## src/rtl/param_sync_fifo.sv

```systemverilog
// param_sync_fifo: synchronous FIFO with occupancy and sticky error flags.
// Compile-time option: define PARAM_SYNC_FIFO_FWFT_EN for first-word-fall-through reads.
module param_sync_fifo #(
    parameter int DATA_W = 32,
    parameter int DEPTH  = 16,
    parameter int AF_LVL = DEPTH - 2,
    parameter int AE_LVL = 2
) (
    input  logic                   clk,
    input  logic                   rst,
    input  logic                   wr_en,
    input  logic [DATA_W-1:0]      din,
    input  logic                   rd_en,
    output logic [DATA_W-1:0]      dout,
    output logic                   dout_valid,
    output logic                   full,
    output logic                   empty,
    output logic                   almost_full,
    output logic                   almost_empty,
    output logic [$clog2(DEPTH):0] count,
    output logic                   overflow,
    output logic                   underflow,
    input  logic                   clr_err
);
    localparam int AW = $clog2(DEPTH);
    localparam int CW = AW + 1;
    localparam logic [CW-1:0] DEPTH_C = CW'(DEPTH);
    localparam logic [CW-1:0] AF_C    = CW'(AF_LVL);
    localparam logic [CW-1:0] AE_C    = CW'(AE_LVL);

    logic [DATA_W-1:0] mem_q [DEPTH];
    logic [AW-1:0]     wr_ptr_q, wr_ptr_d;
    logic [AW-1:0]     rd_ptr_q, rd_ptr_d;
    logic [CW-1:0]     count_q, count_d;
    logic              overflow_q, overflow_d;
    logic              underflow_q, underflow_d;
    logic              wr_accept, rd_accept;

    // Handshake: wr_en/rd_en are requests; a transfer happens only when the request
    // is high and the opposing flag (full for writes, empty for reads) is low.
    assign full         = (count_q == DEPTH_C);
    assign empty        = (count_q == '0);
    assign almost_full  = (count_q >= AF_C);
    assign almost_empty = (count_q <= AE_C);
    assign count        = count_q;
    assign overflow     = overflow_q;
    assign underflow    = underflow_q;

    assign wr_accept = wr_en && !full;
    assign rd_accept = rd_en && !empty;

    always_comb begin
        wr_ptr_d    = wr_ptr_q;
        rd_ptr_d    = rd_ptr_q;
        count_d     = count_q;
        overflow_d  = overflow_q;
        underflow_d = underflow_q;
        if (wr_accept) wr_ptr_d = wr_ptr_q + AW'(1);
        if (rd_accept) rd_ptr_d = rd_ptr_q + AW'(1);
        if (wr_accept && !rd_accept) count_d = count_q + CW'(1);
        if (rd_accept && !wr_accept) count_d = count_q - CW'(1);
        // A new error event outranks a same-cycle clear.
        if (clr_err) begin
            overflow_d  = 1'b0;
            underflow_d = 1'b0;
        end
        if (wr_en && full)  overflow_d  = 1'b1;
        if (rd_en && empty) underflow_d = 1'b1;
    end

    always_ff @(posedge clk) begin
        if (rst) begin
            wr_ptr_q    <= '0;
            rd_ptr_q    <= '0;
            count_q     <= '0;
            overflow_q  <= 1'b0;
            underflow_q <= 1'b0;
        end else begin
            wr_ptr_q    <= wr_ptr_d;
            rd_ptr_q    <= rd_ptr_d;
            count_q     <= count_d;
            overflow_q  <= overflow_d;
            underflow_q <= underflow_d;
        end
    end

    // Storage is deliberately not reset.
    always_ff @(posedge clk) begin
        if (wr_accept && !rst) mem_q[wr_ptr_q] <= din;
    end

`ifdef PARAM_SYNC_FIFO_FWFT_EN
    assign dout       = mem_q[rd_ptr_q];
    assign dout_valid = !empty;
`else
    logic [DATA_W-1:0] dout_q, dout_d;
    logic              dout_valid_q, dout_valid_d;

    always_comb begin
        dout_d       = dout_q;
        dout_valid_d = rd_accept;
        if (rd_accept) dout_d = mem_q[rd_ptr_q];
    end

    always_ff @(posedge clk) begin
        if (rst) begin
            dout_q       <= '0;
            dout_valid_q <= 1'b0;
        end else begin
            dout_q       <= dout_d;
            dout_valid_q <= dout_valid_d;
        end
    end

    assign dout       = dout_q;
    assign dout_valid = dout_valid_q;
`endif

endmodule

```

## config.mk

```make
export PLATFORM = sky130hd
export DESIGN_NAME = param_sync_fifo
export DESIGN_NICKNAME = d
export VERILOG_FILES = /design/src/rtl/param_sync_fifo.sv
export SDC_FILE = /design/constraint.sdc
export NUM_CORES = 1
export LEC_CHECK = 0
export BUFFER_PORTS_ARGS = -buffer_cell sky130_fd_sc_hd__buf_4
export CAP_MARGIN = 10
export CORE_MARGIN = 8
export CORE_UTILIZATION = 45
export CTS_BUF_LIST = sky130_fd_sc_hd__clkbuf_4
export DETAILED_ROUTE_END_ITERATION = 8
export PLACE_DENSITY = 0.7
export SETUP_SLACK_MARGIN = 0.4
export SLEW_MARGIN = 20
export SYNTH_ARGS = -nofsm -noshare
export SYNTH_HDL_FRONTEND = slang
export SYNTH_SLANG_ARGS = --single-unit
```

## constraint.sdc

```tcl
create_clock -name clk -period 2.87 [get_ports clk]
set_input_delay 0.1435 -clock clk [delete_from_list [all_inputs] [get_ports clk]]
set_output_delay 0.1435 -clock clk [all_outputs]
set_load 0.01 [all_outputs]
```

==> impl_metrics.json, run 1 <==
{
  "die_y_um": 233,
  "fin_setup_tns_ps": 0,
  "dieArea_sq_um": 54500,
  "cts_buffers": 138,
  "finalCritPeriodShare_pct": 93.7,
  "max_freq_mhz": 372,
  "final_common_cell": "edfxtp_1",
  "h-tree-depth": 4,
  "end_kind": "flop",
  "drive_above_1_share_pct": 38.3,
  "nets": 1308,
  "p_sw_share_pct": 25.0,
  "placed_area_sq_um": 23100,
  "initial_utilization_pct": 45.7,
  "synth_edf_count": 512,
  "tightest_slew_ps": 732,
  "holdPathStages": 2,
  "gp_congestion": 0.720,
  "yosysTopAreaCellShare_pct": 72.3,
  "r2r_slack_ps": 180,
  "p_seq_share_pct": 47.9,
  "die_w_um": 233,
  "fillers": 3540,
  "switching_power_mw": 4.95,
  "grt_max_degree": 60,
  "cellLeakagePower_nw": 8.53,
  "p_int_mw": 14.8,
  "antenna_found_initial": 3,
  "fin_skew_ps": 56.8,
  "ios": 81,
  "ys_dominant_reg_cell": "edfxtp_1",
  "crit_type": "flop to flop",
  "power_density_nw_per_um2": 776,
  "r2r-end": "count[4]",
  "cts_tree": "yes",
  "grt_pass1_wl_mm": 67.3,
  "status": "complete, no violations",
  "synth_area_leaders": "edfxtp_1, mux4_2, dfxtp_1, mux2i_1, nor2_1",
  "reg2reg_depth": 10,
  "ff_latch_area_sq_um": 16400,
  "clk_latency_ps": 840,
  "vias": 10800,
  "stdcell_area_sq_um": 25500,
  "dr.pass1.iters": 5,
  "core_area_sq_um": 46600,
  "synth-seq-cells": 560,
  "setup_viol": 0,
  "startpoint_type": "flop",
  "hold_end": "mem_q[14][8]",
  "pwr-share-clk_pct": 34.9,
  "grt_usage_pct": 16.5,
  "stdcell_count": 1984,
  "post-route-min-period_ps": 2690,
  "area_growth_syn_to_layout_pct": 19.8,
  "maxCapViolations": 0,
  "timing.rr.start": "count[0]",
  "power.total_mw": 19.8,
  "wl_per_cell_um": 22.2,
  "cts_root_buffer": "clkbuf_4",
  "peakVddDrop_v": 0.000517,
  "slew_viol_final": 0,
  "combPwrFrac_pct": 17.2,
  "cp_max_fo": 4,
  "first_iter_violations": 954,
  "dp.cells": 1683,
  "rsz0062_at_grt": "yes",
  "clockBufferDepth": 3,
  "syn_area_sq_um": 21300,
  "seq_area_frac_synth_pct": 76.8,
  "hold_class": "primary input to flop",
  "yosysWarnings": 0,
  "postSynthCellCount": 1001,
  "path_clk_slew_ps": 70,
  "multi_input_area_sq_um": 4820,
  "port_buffers": 80,
  "drc": 0,
  "worst-endpoint-arrival_ps": 3400,
  "yosysTopAreaCell": "edfxtp_1",
  "dp_hpwl_mm": 23.7,
  "clock-sinks": 560,
  "grt-ovfl-total": 0,
  "slew_headroom_pct": 49.9,
  "ys_types": 40,
  "wl_mm": 44.1,
  "finalHoldViolations": 0,
  "rows": 79,
  "vias_per_cell": 5.44,
  "syn_nets": 1048,
  "critPathRequiredTime_ps": 3580,
  "grt_pass1_vias": 11618,
  "hp-start": "din[8]",
  "syn_avg_cell_area_sq_um": 21.2,
  "final_cell_mix": "edfxtp_1, clkbuf_4, mux4_2, buf_4, nor2_1",
  "antenna_left": 0,
  "synthArstFlopShare_pct": 0
}
critical path, stage by stage (launching register included):
cell,delay (ps)
dfxtp_4,340
or4_4,550
o21ai_4,170
inv_4,50
ha_4,180
ha_4,240
nor2b_4,130
o21ai_2,130
a21oi_1,70
or3b_1,400
mux2_4,310
sequential cells by signal (all words and copies together) (netlist names):
register and flops:
rd_ptr_q 4, underflow 1, overflow 1, mem_q 512
wr_ptr_q 4, dout 32, dout_valid 1, count 5
cell families (layout without fill, tap and decap cells):
group | after synthesis | in the layout | synth area share (%)
compound gates | 46 | 46 | 1.77
xor+xnor | 8 | 8 | 0.330
fa+ha+maj | 10 | 10 | 0.624
buf+inv | 59 | 433 | 1.32
flops | 560 | 560 | 76.8
mux | 194 | 194 | 16.7
other cells | 0 | 2 | 0
simple gates | 124 | 124 | 2.48
worst max path at each step:
stage                        start      endpoint  cells past startpoint
after floorplan           count[3]  mem_q[12][0]                      4
after global placement    count[1]      count[4]                     10
after detailed placement  count[1]      count[4]                     11
after CTS                 count[0]      count[4]                     10
after global routing      count[0]      count[4]                     11
final                     count[0]      count[4]                     10
what timing repair did:
action / in CTS / in global routing
pin swaps: 7 / 0
gates resized for setup: 8 / 0
endpoints found under the hold margin: 528 / 0
endpoints found under the setup margin: 1 / 7
setup buffers: 6 / 2
hold buffers: 37 / 0
power groups by stage:
| stage | Combinational, mW | Sequential (mW) | Clock, mW |
|---|---|---|---|
| 2_1_floorplan | 2.02 | 9.66 | 0 |
| 3_3_place_gp | 3.21 | 9.66 | 0 |
| 3_5_place_dp | 3.26 | 9.68 | 0 |
| 4_1_cts | 3.45 | 9.48 | 7.09 |
| 5_1_grt | 3.67 | 9.51 | 7.55 |
| 6_report | 3.40 | 9.48 | 6.89 |
cell usage after synthesis, types with 3 or more instances:
library cell and number:
edfxtp_1 512, buf_2 17, dfxtp_1 48, a211o_1 31
buf_6 3, a21oi_1 6, mux2i_1 65, xor2_1 5
buf_1 10, ha_1 9, inv_1 9, mux4_2 128
xnor2_1 3, buf_4 4, clkbuf_1 15, nor2_1 99
nand2_1 9
layout make-up:
class	instances	share of cell area (%)
diodes	2	0.0196
clock buffers	217	6.39
clock inverters	37	1.10
inverters	10	0.157
multi-input cells	382	18.9
flip-flops and latches	560	64.2
well taps	607	2.98
repair buffers	169	6.23
metal layers:
| metal | part of all wire (%) | global-route usage, % | wire length (um) |
|---|---|---|---|
| met1 | 42 | 21.8 | 18400 |
| met2 | 49 | 26.1 | 21700 |
| met3 | 6.8 | 3.94 | 3020 |
| met5 | 0.029 | 0 | 13 |
| met4 | 2.2 | 6.80 | 958 |
per-stage QoR:
| step | util, % | hold WS [ps] | setup slack [ps] |
|---|---|---|---|
| after global placement | 49.6 | 402 | 181 |
| final | 54.7 | 132 | 182 |
| after global routing | 54.7 | 86.1 | 87.0 |
| after detailed placement | 49.6 | 411 | 154 |
| after CTS | 54.7 | 50.8 | 209 |
| after floorplan | - | 242 | -75.7 |
Power figures use the tool's default switching activity.
==> run 2: changes to the inputs <==
Settings changed: CAP_MARGIN 10 to 20, CORE_UTILIZATION 45 to 58, PLACE_DENSITY 0.7 to 0.85.
==> run 2 against run 1 <==
Compared with the run above:
- utilization rose by 14 points
- clock power fell by 5.4%
- highest routed layer unchanged
- combinational power fell by 3%
- largest power group unchanged
- clock skew fell by 6.5 ps
- via count rose by 1.7%
==> impl_metrics.json, run 2 (synthesized netlist as in run 1, its figures left out) <==
{
  "status": "complete, no violations",
  "rsz0062_at_grt": "yes",
  "fin_setup_tns_ps": 0,
  "vias": 10982,
  "finalHoldViolations": 0,
  "path_clk_slew_ps": 60,
  "r2r_slack_ps": 240,
  "worst-endpoint-arrival_ps": 3300,
  "drive_above_1_share_pct": 37.6,
  "reg2reg_depth": 10,
  "grt-ovfl-total": 0,
  "area_growth_syn_to_layout_pct": 17.9,
  "grt_max_degree": 55,
  "gp_congestion": 0.767,
  "timing.rr.start": "count[0]",
  "dp.cells": 1543,
  "hold_class": "primary input to flop",
  "cp_max_fo": 4,
  "slew_headroom_pct": 59.3,
  "nets": 1303,
  "core_area_sq_um": 36300,
  "setup_viol": 0,
  "final_cell_mix": "edfxtp_1, clkbuf_4, mux4_2, buf_4, nor2_1",
  "wl_per_cell_um": 24.7,
  "dr.pass1.iters": 5,
  "antenna_found_initial": 3,
  "post-route-util_pct": 69.0,
  "h-tree-depth": 4,
  "drc": 0,
  "wl_mm": 45.4,
  "pwr-share-clk_pct": 33.8,
  "p_seq_share_pct": 49.2,
  "end_kind": "flop",
  "cts_buffers": 138,
  "vias_per_cell": 5.98,
  "post-route-min-period_ps": 2630,
  "rows": 70,
  "r2r-end": "count[4]",
  "max_freq_mhz": 381,
  "switching_power_mw": 5.01,
  "final_common_cell": "edfxtp_1",
  "first_iter_violations": 951,
  "p_int_mw": 14.3,
  "grt_pass1_wl_mm": 69.0,
  "maxCapViolations": 0,
  "clk_latency_ps": 830,
  "clock-sinks": 560,
  "placed_area_sq_um": 22900,
  "peakVddDrop_v": 0.000595,
  "slew_viol_final": 0,
  "clockBufferDepth": 3,
  "regMostFlops": "mem_q",
  "die_y_um": 207,
  "p_sw_share_pct": 25.9,
  "grt_pass1_vias": 11759,
  "stdcell_count": 1835,
  "critPathRequiredTime_ps": 3550,
  "dp_hpwl_mm": 24.1,
  "ios": 81,
  "finalCritPeriodShare_pct": 91.5,
  "cellLeakagePower_nw": 8.40,
  "crit_end": "count[4]",
  "startpoint": "count[0]",
  "largest_reg_flops": 512,
  "startpoint_type": "flop",
  "crit_type": "flop to flop",
  "port_buffers": 80,
  "die_w_um": 207,
  "grt_usage_pct": 21.4,
  "dieArea_sq_um": 43000,
  "antenna_left": 0,
  "cts_tree": "yes",
  "initial_utilization_pct": 58.5,
  "combPwrFrac_pct": 17.1,
  "stdcell_area_sq_um": 25100,
  "cts_root_buffer": "clkbuf_4",
  "power_density_nw_per_um2": 770,
  "fin_skew_ps": 50.2,
  "holdPathStages": 2,
  "tightest_slew_ps": 610
}
-- run 2: critical path: stages, from the launching register on --
cell	delay, ps
dfxtp_4	350
or4_4	550
o21ai_4	170
inv_4	60
ha_4	180
ha_4	220
nor2b_2	160
o21ai_2	130
a21oi_1	80
or3b_1	350
mux2_2	270
-- run 2: routing by layer --
metal	part of all wire, %	global-route usage (%)
met2	52	36.3
met4	2.3	8.65
met3	8.6	5.60
met1	37	25.9
met5	0.029	0
-- run 2: through the flow --
stage	power [mW]	hold WS, ps	setup WS, ps
finish	19.3	159	244
global route	20.2	106	145
CTS	19.5	87.5	262
detailed placement	12.9	402	141
global placement	12.8	391	166
floorplan	11.7	242	-75.7
-- run 2: timing repair --
item,4_1_cts,5_1_grt
setup endpoints to repair,1,1
setup buffers,4,0
pin swaps,3,0
hold buffers,37,0
hold endpoints to repair,528,0
gates resized for setup,5,0
-- run 2: power groups by stage --
stage               clock (mW)  sequential, mW  combinational (mW)
floorplan                    0            9.66                2.02
global placement             0            9.65                3.12
detailed placement           0            9.67                3.20
CTS                       6.65            9.49                3.34
global route              7.07            9.52                3.55
finish                    6.52            9.49                3.30
-- run 2: area by class of cell --
cell class,instances,area (sq um)
diodes,2,5.00
multi-input cells,382,4810
clock inverters,45,246
repair buffers,164,1500
inverters,10,40.0
fillers,2145,11300
well taps,468,586
clock buffers,204,1530
flip-flops and latches,560,16400
-- run 2: worst min path at each step --
stage	from	endpoint	slack, ps
floorplan	din[0]	mem_q[0][0]	240
global placement	wr_en	overflow	390
detailed placement	wr_en	overflow	400
CTS	din[2]	mem_q[2][2]	90
global route	din[13]	mem_q[6][13]	110
finish	din[7]	mem_q[9][7]	160
